### src/rtl/io_hub_pkg.sv
`default_nettype none
// ============================================================================
//  Module   : io_hub_pkg
//  Brief    : Shared interrupt FSM encoding and control-register offsets.
//  Revision : 1.0
// ============================================================================
package io_hub_pkg;

    typedef logic [1:0] irq_state_t;

    localparam irq_state_t IRQ_ST_IDLE    = 2'd0;
    localparam irq_state_t IRQ_ST_REQ     = 2'd1;
    localparam irq_state_t IRQ_ST_SERVICE = 2'd2;

    localparam logic [7:0] CTRL_OFS_MASK = 8'd0;
    localparam logic [7:0] CTRL_OFS_PEND = 8'd1;
    localparam int         CTRL_SPAN     = 2;

    // True when the address windows [a_lo, a_lo+a_n) and [b_lo, b_lo+b_n) intersect.
    function automatic bit ranges_overlap(input int a_lo, input int a_n,
                                          input int b_lo, input int b_n);
        return (a_lo < b_lo + b_n) && (b_lo < a_lo + a_n);
    endfunction

endpackage
`default_nettype wire

### src/rtl/io_hub_irq.sv
`default_nettype none
// ============================================================================
//  Module   : io_hub_irq
//  Brief    : IRQ synchronisers, edge detect, mask/pending registers and the
//             IDLE/REQ/SERVICE request-acknowledge state machine.
//  Revision : 1.0
// ============================================================================
module io_hub_irq
    import io_hub_pkg::*;
#(
    parameter int NUM_IRQ = 4
) (
    input  logic               clk,
    input  logic               rst,
    input  logic [NUM_IRQ-1:0] i_irq_req,
    input  logic               i_mask_we,
    input  logic               i_pend_we,
    input  logic [NUM_IRQ-1:0] i_wdata,
    input  logic               i_ack,
    output logic [NUM_IRQ-1:0] o_mask,
    output logic [NUM_IRQ-1:0] o_pend,
    output logic               o_interrupt
);

    logic [NUM_IRQ-1:0] r_sync1;
    logic [NUM_IRQ-1:0] r_sync2;
    logic [NUM_IRQ-1:0] r_prev;
    logic [NUM_IRQ-1:0] r_mask;
    logic [NUM_IRQ-1:0] r_pend;
    logic [NUM_IRQ-1:0] w_edge;
    logic [NUM_IRQ-1:0] w_clr;
    irq_state_t         r_state;
    irq_state_t         w_state_nxt;

    // r_prev resets low, so a line already high out of reset registers one edge.
    assign w_edge = r_sync2 & ~r_prev;
    assign w_clr  = i_pend_we ? i_wdata : '0;

    always_ff @(posedge clk) begin
        if (rst) begin
            r_sync1 <= '0;
            r_sync2 <= '0;
            r_prev  <= '0;
            r_mask  <= '0;
            r_pend  <= '0;
        end else begin
            r_sync1 <= i_irq_req;
            r_sync2 <= r_sync1;
            r_prev  <= r_sync2;
            if (i_mask_we) begin
                r_mask <= i_wdata;
            end
            // OR-ing the edge in last makes a same-cycle set beat the W1C clear.
            r_pend  <= (r_pend & ~w_clr) | w_edge;
        end
    end

    always_comb begin
        w_state_nxt = r_state;
        case (r_state)
            IRQ_ST_IDLE: begin
                if ((r_pend & r_mask) != '0) begin
                    w_state_nxt = IRQ_ST_REQ;
                end
            end
            IRQ_ST_REQ: begin
                if (i_ack) begin
                    w_state_nxt = IRQ_ST_SERVICE;
                end
            end
            IRQ_ST_SERVICE: begin
                if (i_pend_we) begin
                    w_state_nxt = IRQ_ST_IDLE;
                end
            end
            default: w_state_nxt = IRQ_ST_IDLE;
        endcase
    end

    always_ff @(posedge clk) begin
        if (rst) begin
            r_state <= IRQ_ST_IDLE;
        end else begin
            r_state <= w_state_nxt;
        end
    end

    assign o_mask      = r_mask;
    assign o_pend      = r_pend;
    assign o_interrupt = (r_state == IRQ_ST_REQ);

endmodule
`default_nettype wire

### src/rtl/io_port_hub.sv
`default_nettype none
// ============================================================================
//  Module   : io_port_hub
//  Brief    : Port-mapped I/O hub: output registers, synchronised input
//             channels and an interrupt controller behind an 8-bit port bus.
//  Revision : 1.0
// ============================================================================
module io_port_hub
    import io_hub_pkg::*;
#(
    parameter int         NUM_OUT   = 4,
    parameter int         NUM_IN    = 4,
    parameter int         NUM_IRQ   = 4,
    parameter logic [7:0] OUT_BASE  = 8'h00,
    parameter logic [7:0] IN_BASE   = 8'h20,
    parameter logic [7:0] CTRL_BASE = 8'hF0
) (
    input  logic                 clk,
    input  logic                 reset,
    input  logic [7:0]           port_id,
    input  logic                 write_strobe,
    input  logic                 read_strobe,
    input  logic [7:0]           out_port,
    output logic [7:0]           in_port,
    output logic                 interrupt,
    input  logic                 interrupt_ack,
    output logic [NUM_OUT*8-1:0] pin_out,
    input  logic [NUM_IN*8-1:0]  pin_in,
    input  logic [NUM_IRQ-1:0]   irq_req
);

    localparam bit c_bad_size = (NUM_OUT < 1) || (NUM_OUT > 16) ||
                                (NUM_IN  < 1) || (NUM_IN  > 16) ||
                                (NUM_IRQ < 1) || (NUM_IRQ > 8);
    localparam bit c_bad_span = (int'(OUT_BASE)  + NUM_OUT   > 256) ||
                                (int'(IN_BASE)   + NUM_IN    > 256) ||
                                (int'(CTRL_BASE) + CTRL_SPAN > 256);
    localparam bit c_overlap  =
        ranges_overlap(int'(OUT_BASE), NUM_OUT, int'(IN_BASE),   NUM_IN)    ||
        ranges_overlap(int'(OUT_BASE), NUM_OUT, int'(CTRL_BASE), CTRL_SPAN) ||
        ranges_overlap(int'(IN_BASE),  NUM_IN,  int'(CTRL_BASE), CTRL_SPAN);

    if (c_bad_size || c_bad_span || c_overlap) begin : g_param_check
        $error("io_port_hub: parameter out of range or overlapping address windows");
    end

    logic [NUM_OUT*8-1:0] r_out;
    logic [NUM_IN*8-1:0]  r_in_s1;
    logic [NUM_IN*8-1:0]  r_in_s2;
    logic [7:0]           r_in_port;
    logic [7:0]           w_rdata;
    logic                 w_wr_mask;
    logic                 w_wr_pend;
    logic                 w_rd_mask;
    logic                 w_rd_pend;
    logic [NUM_IRQ-1:0]   w_irq_mask;
    logic [NUM_IRQ-1:0]   w_irq_pend;
    logic [7:0]           w_mask8;
    logic [7:0]           w_pend8;
    logic                 w_unused_rd;

    // Reads are side-effect free and in_port is refreshed every cycle.
    assign w_unused_rd = read_strobe;

    assign w_rd_mask = (port_id == CTRL_BASE + CTRL_OFS_MASK);
    assign w_rd_pend = (port_id == CTRL_BASE + CTRL_OFS_PEND);
    assign w_wr_mask = write_strobe && w_rd_mask;
    assign w_wr_pend = write_strobe && w_rd_pend;

    assign w_mask8 = 8'(w_irq_mask);
    assign w_pend8 = 8'(w_irq_pend);

    always_ff @(posedge clk) begin
        if (reset) begin
            r_out     <= '0;
            r_in_s1   <= '0;
            r_in_s2   <= '0;
            r_in_port <= '0;
        end else begin
            r_in_s1   <= pin_in;
            r_in_s2   <= r_in_s1;
            r_in_port <= w_rdata;
            if (write_strobe) begin
                for (int i = 0; i < NUM_OUT; i++) begin
                    if (port_id == OUT_BASE + 8'(i)) begin
                        r_out[8*i +: 8] <= out_port;
                    end
                end
            end
        end
    end

    // Address windows are disjoint, so at most one branch below can match.
    always_comb begin
        w_rdata = 8'h00;
        for (int i = 0; i < NUM_OUT; i++) begin
            if (port_id == OUT_BASE + 8'(i)) begin
                w_rdata = r_out[8*i +: 8];
            end
        end
        for (int j = 0; j < NUM_IN; j++) begin
            if (port_id == IN_BASE + 8'(j)) begin
                w_rdata = r_in_s2[8*j +: 8];
            end
        end
        if (w_rd_mask) begin
            w_rdata = w_mask8;
        end
        if (w_rd_pend) begin
            w_rdata = w_pend8;
        end
    end

    io_hub_irq #(
        .NUM_IRQ (NUM_IRQ)
    ) u_irq (
        .clk         (clk),
        .rst         (reset),
        .i_irq_req   (irq_req),
        .i_mask_we   (w_wr_mask),
        .i_pend_we   (w_wr_pend),
        .i_wdata     (out_port[NUM_IRQ-1:0]),
        .i_ack       (interrupt_ack),
        .o_mask      (w_irq_mask),
        .o_pend      (w_irq_pend),
        .o_interrupt (interrupt)
    );

    assign pin_out = r_out;
    assign in_port = r_in_port;

endmodule
`default_nettype wire
### config.mk
export PLATFORM = sky130hd
export DESIGN_NAME = io_port_hub
export DESIGN_NICKNAME = d
export VERILOG_FILES = /design/src/rtl/io_hub_pkg.sv /design/src/rtl/io_hub_irq.sv /design/src/rtl/io_port_hub.sv
export SDC_FILE = /design/constraint.sdc
export NUM_CORES = 1
export LEC_CHECK = 0
export BUFFER_PORTS_ARGS = -buffer_cell sky130_fd_sc_hd__buf_2
export CAP_MARGIN = 15
export CORE_ASPECT_RATIO = 1.4
export CORE_UTILIZATION = 49
export DETAILED_ROUTE_END_ITERATION = 10
export PLACE_DENSITY = 0.8
export SKIP_LAST_GASP = 1
export SLEW_MARGIN = 10
export SYNTH_ARGS = -nofsm -noshare
export SYNTH_HDL_FRONTEND = slang
export SYNTH_SLANG_ARGS = --single-unit
### constraint.sdc
create_clock -name clk -period 1.62 [get_ports clk]
set_clock_uncertainty 0.1 [all_clocks]
set_input_delay 0.324 -clock clk [delete_from_list [all_inputs] [get_ports clk]]
set_output_delay 0.324 -clock clk [all_outputs]
set_load 0.05 [all_outputs]
# Word-level counts from Yosys, hierarchy flattened
# Cells that the tools add are included.
[word_totals] n_memories=0 output_inout_bits=41 mem_bits_ro=0 input_bits=57 reg_bits=126 word_cells=60 latch_bits=0 ramBits=0
[classes] n_div=0 eq_ne=14 n_addsub=0 bitwise=6 n_lt_le_gt_ge=0 n_mul=0 n_reduce_logical=11 shifts=0 n_mux=15
[op_table] cell="$mux 8" count=8
[op_table] cell="$eq 8x6->1 const B" count=4
[op_table] cell="$eq 8x2->1 const B" count=2
[op_table] cell="$eq 8x8->1 const B" count=2
[op_table] cell="$and 4x4->4" count=3
[op_table] cell="$mux 4" count=3
[op_table] cell="$eq 8x1->1 const B" count=1
[op_table] cell="$logic_not 8->1" count=1
[op_table] cell="$not 4->4" count=2
[op_table] cell="$reduce_and 2->1" count=4
[op_table] cell="$mux 2" count=3
[op_table] cell="$ne 2x1->1 const B" count=3
[op_table] cell="$pmux 2 s3" count=1
[op_table] cell="$or 4x4->4" count=1
[op_table] cell="$reduce_bool 4->1" count=1
[op_table] cell="$reduce_and 3->1" count=1
[op_table] cell="$reduce_or 3->1" count=1
[op_table] cell="$eq 2x1->1 const B" count=1
[op_table] cell="$eq 2x2->1 const B" count=1
[op_table] cell="$logic_and 1x1->1" count=2
[op_table] cell="$logic_not 2->1" count=1

# Logic depth before layout (Yosys ltp)
[logic_depth] ltp_word=11 depth_mapped=8 depth_no_buf=5

# Modules after synthesis
# Synthesis repeated with hierarchy kept, for this count alone.
[hier_totals] hier_cells=441 hier_area_um2=4774.6
[by_module_without_submodules] mod="io_port_hub" area_each_um2=4041.4 cells_each=375 n_inst=1 seq_area_each_um2=2082.0
[by_module_without_submodules] mod="io_hub_irq" area_each_um2=733.2 cells_each=66 n_inst=1 seq_area_each_um2=440.4

# Least setup slack after synthesis
# Ideal clock, no wire load.
[synth_timing] path_kind="register to register" start="register r_out[26] (netlist: pin_out[26])" end="register r_in_port[2] (netlist: in_port[2])" slack_ns=-0.148 synth_period_minus_slack_ns=1.768 required_time_ns=1.388 stages_incl_launch_ff=6 setup_time_ns=0.132 arrival_time_ns=1.536 n_path_buf=0 path_cell_list="dfxtp_1 or3_1 mux4_2 nand2_1 a22o_1 a21oi_1"
[synth_via] elab_chain_len=7
[synth_rtl] item="start: declaration" line_no="io_port_hub.sv:47" rtl="logic [NUM_OUT*8-1:0] r_out;"
[synth_rtl] item="start signal: indexed assignment" line_no="io_port_hub.sv:86" rtl="r_out[8*i +: 8] <= out_port;"
[synth_rtl] item="$mux 8" line_no="io_port_hub.sv:97" rtl="if (port_id == OUT_BASE + 8'(i)) begin"
[synth_rtl] item="$mux 8 (4 in a row)" line_no="io_port_hub.sv:102" rtl="if (port_id == IN_BASE + 8'(j)) begin"
[synth_rtl] item="$mux 4" line_no="io_port_hub.sv:106" rtl="if (w_rd_mask) begin"
[synth_rtl] item="$mux 4" line_no="io_port_hub.sv:109" rtl="if (w_rd_pend) begin"
[synth_rtl] item="end signal: assignment" line_no="io_port_hub.sv:82" rtl="r_in_port <= w_rdata;"
[synth_rtl] item="end: declaration" line_no="io_port_hub.sv:50" rtl="logic [7:0] r_in_port;"
# Every way passes these cells.
# A chain may end at the register's enable or synchronous reset.

# Final worst setup path
[layout_timing] start="register r_out[17] (netlist: pin_out[17])" end="register r_in_port[1] (netlist: in_port[1])"
[layout_via] elab_chain_len=8
[layout_rtl] item="$mux 8 (2 in a row)" line_no="io_port_hub.sv:97"
[layout_rtl] item="$mux 8 (4 in a row)" line_no="io_port_hub.sv:102"
[layout_rtl] item="$mux 4" line_no="io_port_hub.sv:106"
[layout_rtl] item="$mux 4" line_no="io_port_hub.sv:109"
# Every way passes these cells.

==> metrics.md <==
| Metric | Value |
|---|---|
| DRC violation count after routing | `6` |
| Layout area overhead | `33.11%` |
| PortBufs | `96` |
| Post-synthesis sequential area ratio | `between 50% and 60%` |
| Die ar. | `a little under 0.01 mm^2` |
| CTS tree | `built` |
| Startpoint types | `flop` |
| Maximum clock rate | `617.4 MHz` |
| Asr flop ratio synth | `0%` |
| Vias in the first global route | `3786` |
| Antenna violations before repair | `0` |
| Gpl congestion | `0.8859` |
| Status | `finished, violations left` |
| Avg Cell Area, Syn | `around 10 um^2` |
| Core area | `0.009131 mm^2` |
| R2R setup slack | `about 0.00036 ns` |
| DP HPWL | `7605 um` |
| Root Driver | `clkbuf_16` |
| Placed Instances | `689` |
| Fin nets | `660` |
| Post-layout min period | `1.620 ns` |
| Via count | `3851` |
| GRT overflow | `0` |
| First-pass DRT Iterations | `8` |
| Final hold slack | `roughly 0.02 ns` |
| Post-route ant nets | `0` |
| Post-Syn Instances | `465` |
| Vias/cell | `5.326` |
| Post-synthesis register bit count | `126` |
| Mapped Area | `between 0.004 and 0.005 mm^2` |
| Final hold viol count | `0` |
| # Max-Cap Violations | `0` |
| Ports | `98` |
| WL per Instance | `roughly 15 um` |
| Clk slew on worst S/H paths | `~0.05 ns` |
| Hold WC Path Type | `input port to flop` |
| Share of layout cells above drive strength 1 | `33.60%` |
| Row cnt | `41` |
| Post-synth EDFFs | `0` |
| Total global-route track usage | `about a quarter` |
| DRT iter0 DRCs | `252` |
| RSZ-0062 raised after global routing | `yes` |
| VDD IR max | `0.0007961 V` |
| Failing checks | `DRC` |
| Synthesized Nets | `522` |
| Finished Layout Cells | `723` |
| Die X | `84.42 um` |
| Leak Pwr | `0.002796 uW` |
| Initial Util | `about half` |
| H-tree Lvls | `4` |
| Synth Flop Type | `dfxtp_1` |
| Number of synthesis warnings | `0` |
| CP endpoint kind | `flop` |
| Setup-failing EPs final | `0` |
| Die Ht | `117.4 um` |
| Slew HR | `74.65%` |
| Clk sinks | `126` |
| Period Utilization, post-route | `roughly 100%` |
| Critical path class | `flop to flop` |
| Distinct cells, synth | `47` |
| Clk Latency, worst-skew pair | `0.41 ns` |
| Diodes inserted | `0` |
| First-pass GRT wire length | `17720 um` |
| Final slew viol count | `0` |
| TritonCTS Buffers | `17` |
| WP data arrival | `1.80 ns` |
| Clock buffer depth | `2` |
| Pwr dens | `1201 mW/mm^2` |
| Overall routed net length | `10930 um` |
| Critical path data required time | `approximately 1.8 ns` |
| Crit Path Max Fanout | `2` |
| Largest net degree at the start of global routing | `35` |
| Slew at the pin with the worst max-slew slack | `between 0.3 and 0.4 ns` |
sequential cells by signal, summed over array words and instances, names as in the netlist:
name and cells:
u_irq.o_mask 4, u_irq.r_state 2, r_in_s1 32, pin_out 32, u_irq.r_sync1 4, u_irq.o_pend 4, in_port 8, u_irq.r_sync2 4
u_irq.r_prev 4, r_in_s2 32
repair_timing:
action                                  CTS  global route
hold buffers                              0             0
endpoints found under the setup margin    3             8
pin swaps                                 3             1
cloned                                    0             0
gates resized for setup                   3             2
setup buffers                             0             2
worst max-delay path, cell delays in order (launching register included):
cell and delay [ns]:
dfxtp_2 0.32, mux4_2 0.47, a22oi_2 0.17, a2111oi_0 0.09, a311oi_1 0.25, nor3_1 0.09
per-layer routing:
| metal | routed length (um) | GRT usage, % | vias to the layer above |
|---|---|---|---|
| met3 | 643 | 7.389 | 40 |
| li1 | - | - | 1864 |
| met5 | 0 | 0 | - |
| met2 | 5857 | 41.60 | 162 |
| met1 | 4048 | 23.58 | 1785 |
| met4 | 384 | 13.56 | 0 |
path summary, 6_finish.rpt:
path	startpoint	cells after the start	end
max reg2reg	pin_out[17]	5	in_port[1]
min reg2reg	r_in_s1[17]	1	r_in_s2[17]
max	pin_out[17]	5	in_port[1]
min	pin_in[31]	2	r_in_s1[31]
cell usage after synthesis, types with 2 or more instances:
| cell | number | share of area (%) |
|---|---|---|
| a21oi_1 | 34 | 3.7 |
| a22oi_1 | 7 | 1.1 |
| a32oi_1 | 3 | 0.56 |
| and2_1 | 2 | 0.27 |
| buf_2 | 8 | 0.86 |
| buf_4 | 2 | 0.32 |
| clkbuf_1 | 17 | 1.4 |
| dfxtp_1 | 126 | 54 |
| inv_1 | 6 | 0.48 |
| mux2_2 | 7 | 1.7 |
| mux2i_1 | 28 | 6.0 |
| mux4_2 | 4 | 1.9 |
| nand2_1 | 36 | 2.9 |
| nand2b_1 | 4 | 0.54 |
| nand3_1 | 11 | 1.2 |
| nand3_4 | 2 | 0.75 |
| nand3b_1 | 2 | 0.32 |
| nor2_1 | 33 | 2.7 |
| nor2b_1 | 80 | 11 |
| nor3_1 | 4 | 0.43 |
| nor4_1 | 3 | 0.40 |
| o21ai_0 | 16 | 1.7 |
| o22ai_1 | 5 | 0.67 |
| or3_1 | 2 | 0.27 |
cell families (layout without fill, tap and decap cells):
| group | after synthesis | in the layout | share of synthesized area, % |
|---|---|---|---|
| DFF | 126 | 126 | 54.14 |
| and+or+nand+nor | 191 | 191 | 23.42 |
| buffers and inverters | 34 | 185 | 3.276 |
| AOI/OAI and AO/OA | 75 | 75 | 9.533 |
| muxes | 39 | 39 | 9.640 |
placed cells by master (no fill, tap or decap), types with 2 or more instances in the layout:
master | Yosys | routed
dfxtp_1 | 126 | 120
buf_2 | 8 | 94
nor2b_1 | 80 | 80
buf_4 | 2 | 49
nand2_1 | 36 | 36
a21oi_1 | 34 | 34
nor2_1 | 33 | 33
mux2i_1 | 28 | 28
clkbuf_16 | 0 | 17
o21ai_0 | 16 | 16
nand3_1 | 11 | 11
mux2_2 | 7 | 7
inv_1 | 6 | 6
a22oi_1 | 7 | 6
o22ai_1 | 5 | 5
dfxtp_2 | 0 | 5
mux4_2 | 4 | 4
nor3_1 | 4 | 4
nand2b_1 | 4 | 4
nor4_1 | 3 | 3
a32oi_1 | 3 | 3
clkinv_2 | 0 | 3
bufinv_16 | 0 | 3
clkbuf_8 | 0 | 3
buf_12 | 0 | 3
and2_1 | 2 | 2
nand3_4 | 2 | 2
nand3b_1 | 2 | 2
clkinvlp_4 | 0 | 2
clkbuf_1 | 17 | 2
metrics by stage:
stage	utilization, %	power, uW	setup slack [ns]	TNS [ns]	cell area (um^2)
after global routing	67.92	7709	-0.04608	-0.06714	6202
after CTS	67.70	7501	-0.002692	-0.002692	6182
after detailed placement	60.89	3688	-0.3593	-11.18	5560
final	67.92	7448	0.0003583	0	6202
after global placement	60.89	3672	-0.2728	-9.303	5560
after floorplan	-	3494	-0.03806	-0.5505	4674
power breakdown:
part | internal, uW | switching, uW | total (uW)
sequential | 3190 | 27.0 | 3220
clock | 2530 | 1280 | 3820
combinational | 195 | 216 | 411
final cells by class:
cell class	instances	area [um^2]
sequential	126	2532
multi-input combinational	305	1994
clock buffer	22	474.2
timing repair buffer	147	909.6
inverter	6	22.52
clock inverter	10	135.1
fill	693	2929
tap	107	133.9
No activity file was read; power rests on OpenSTA's default activity.
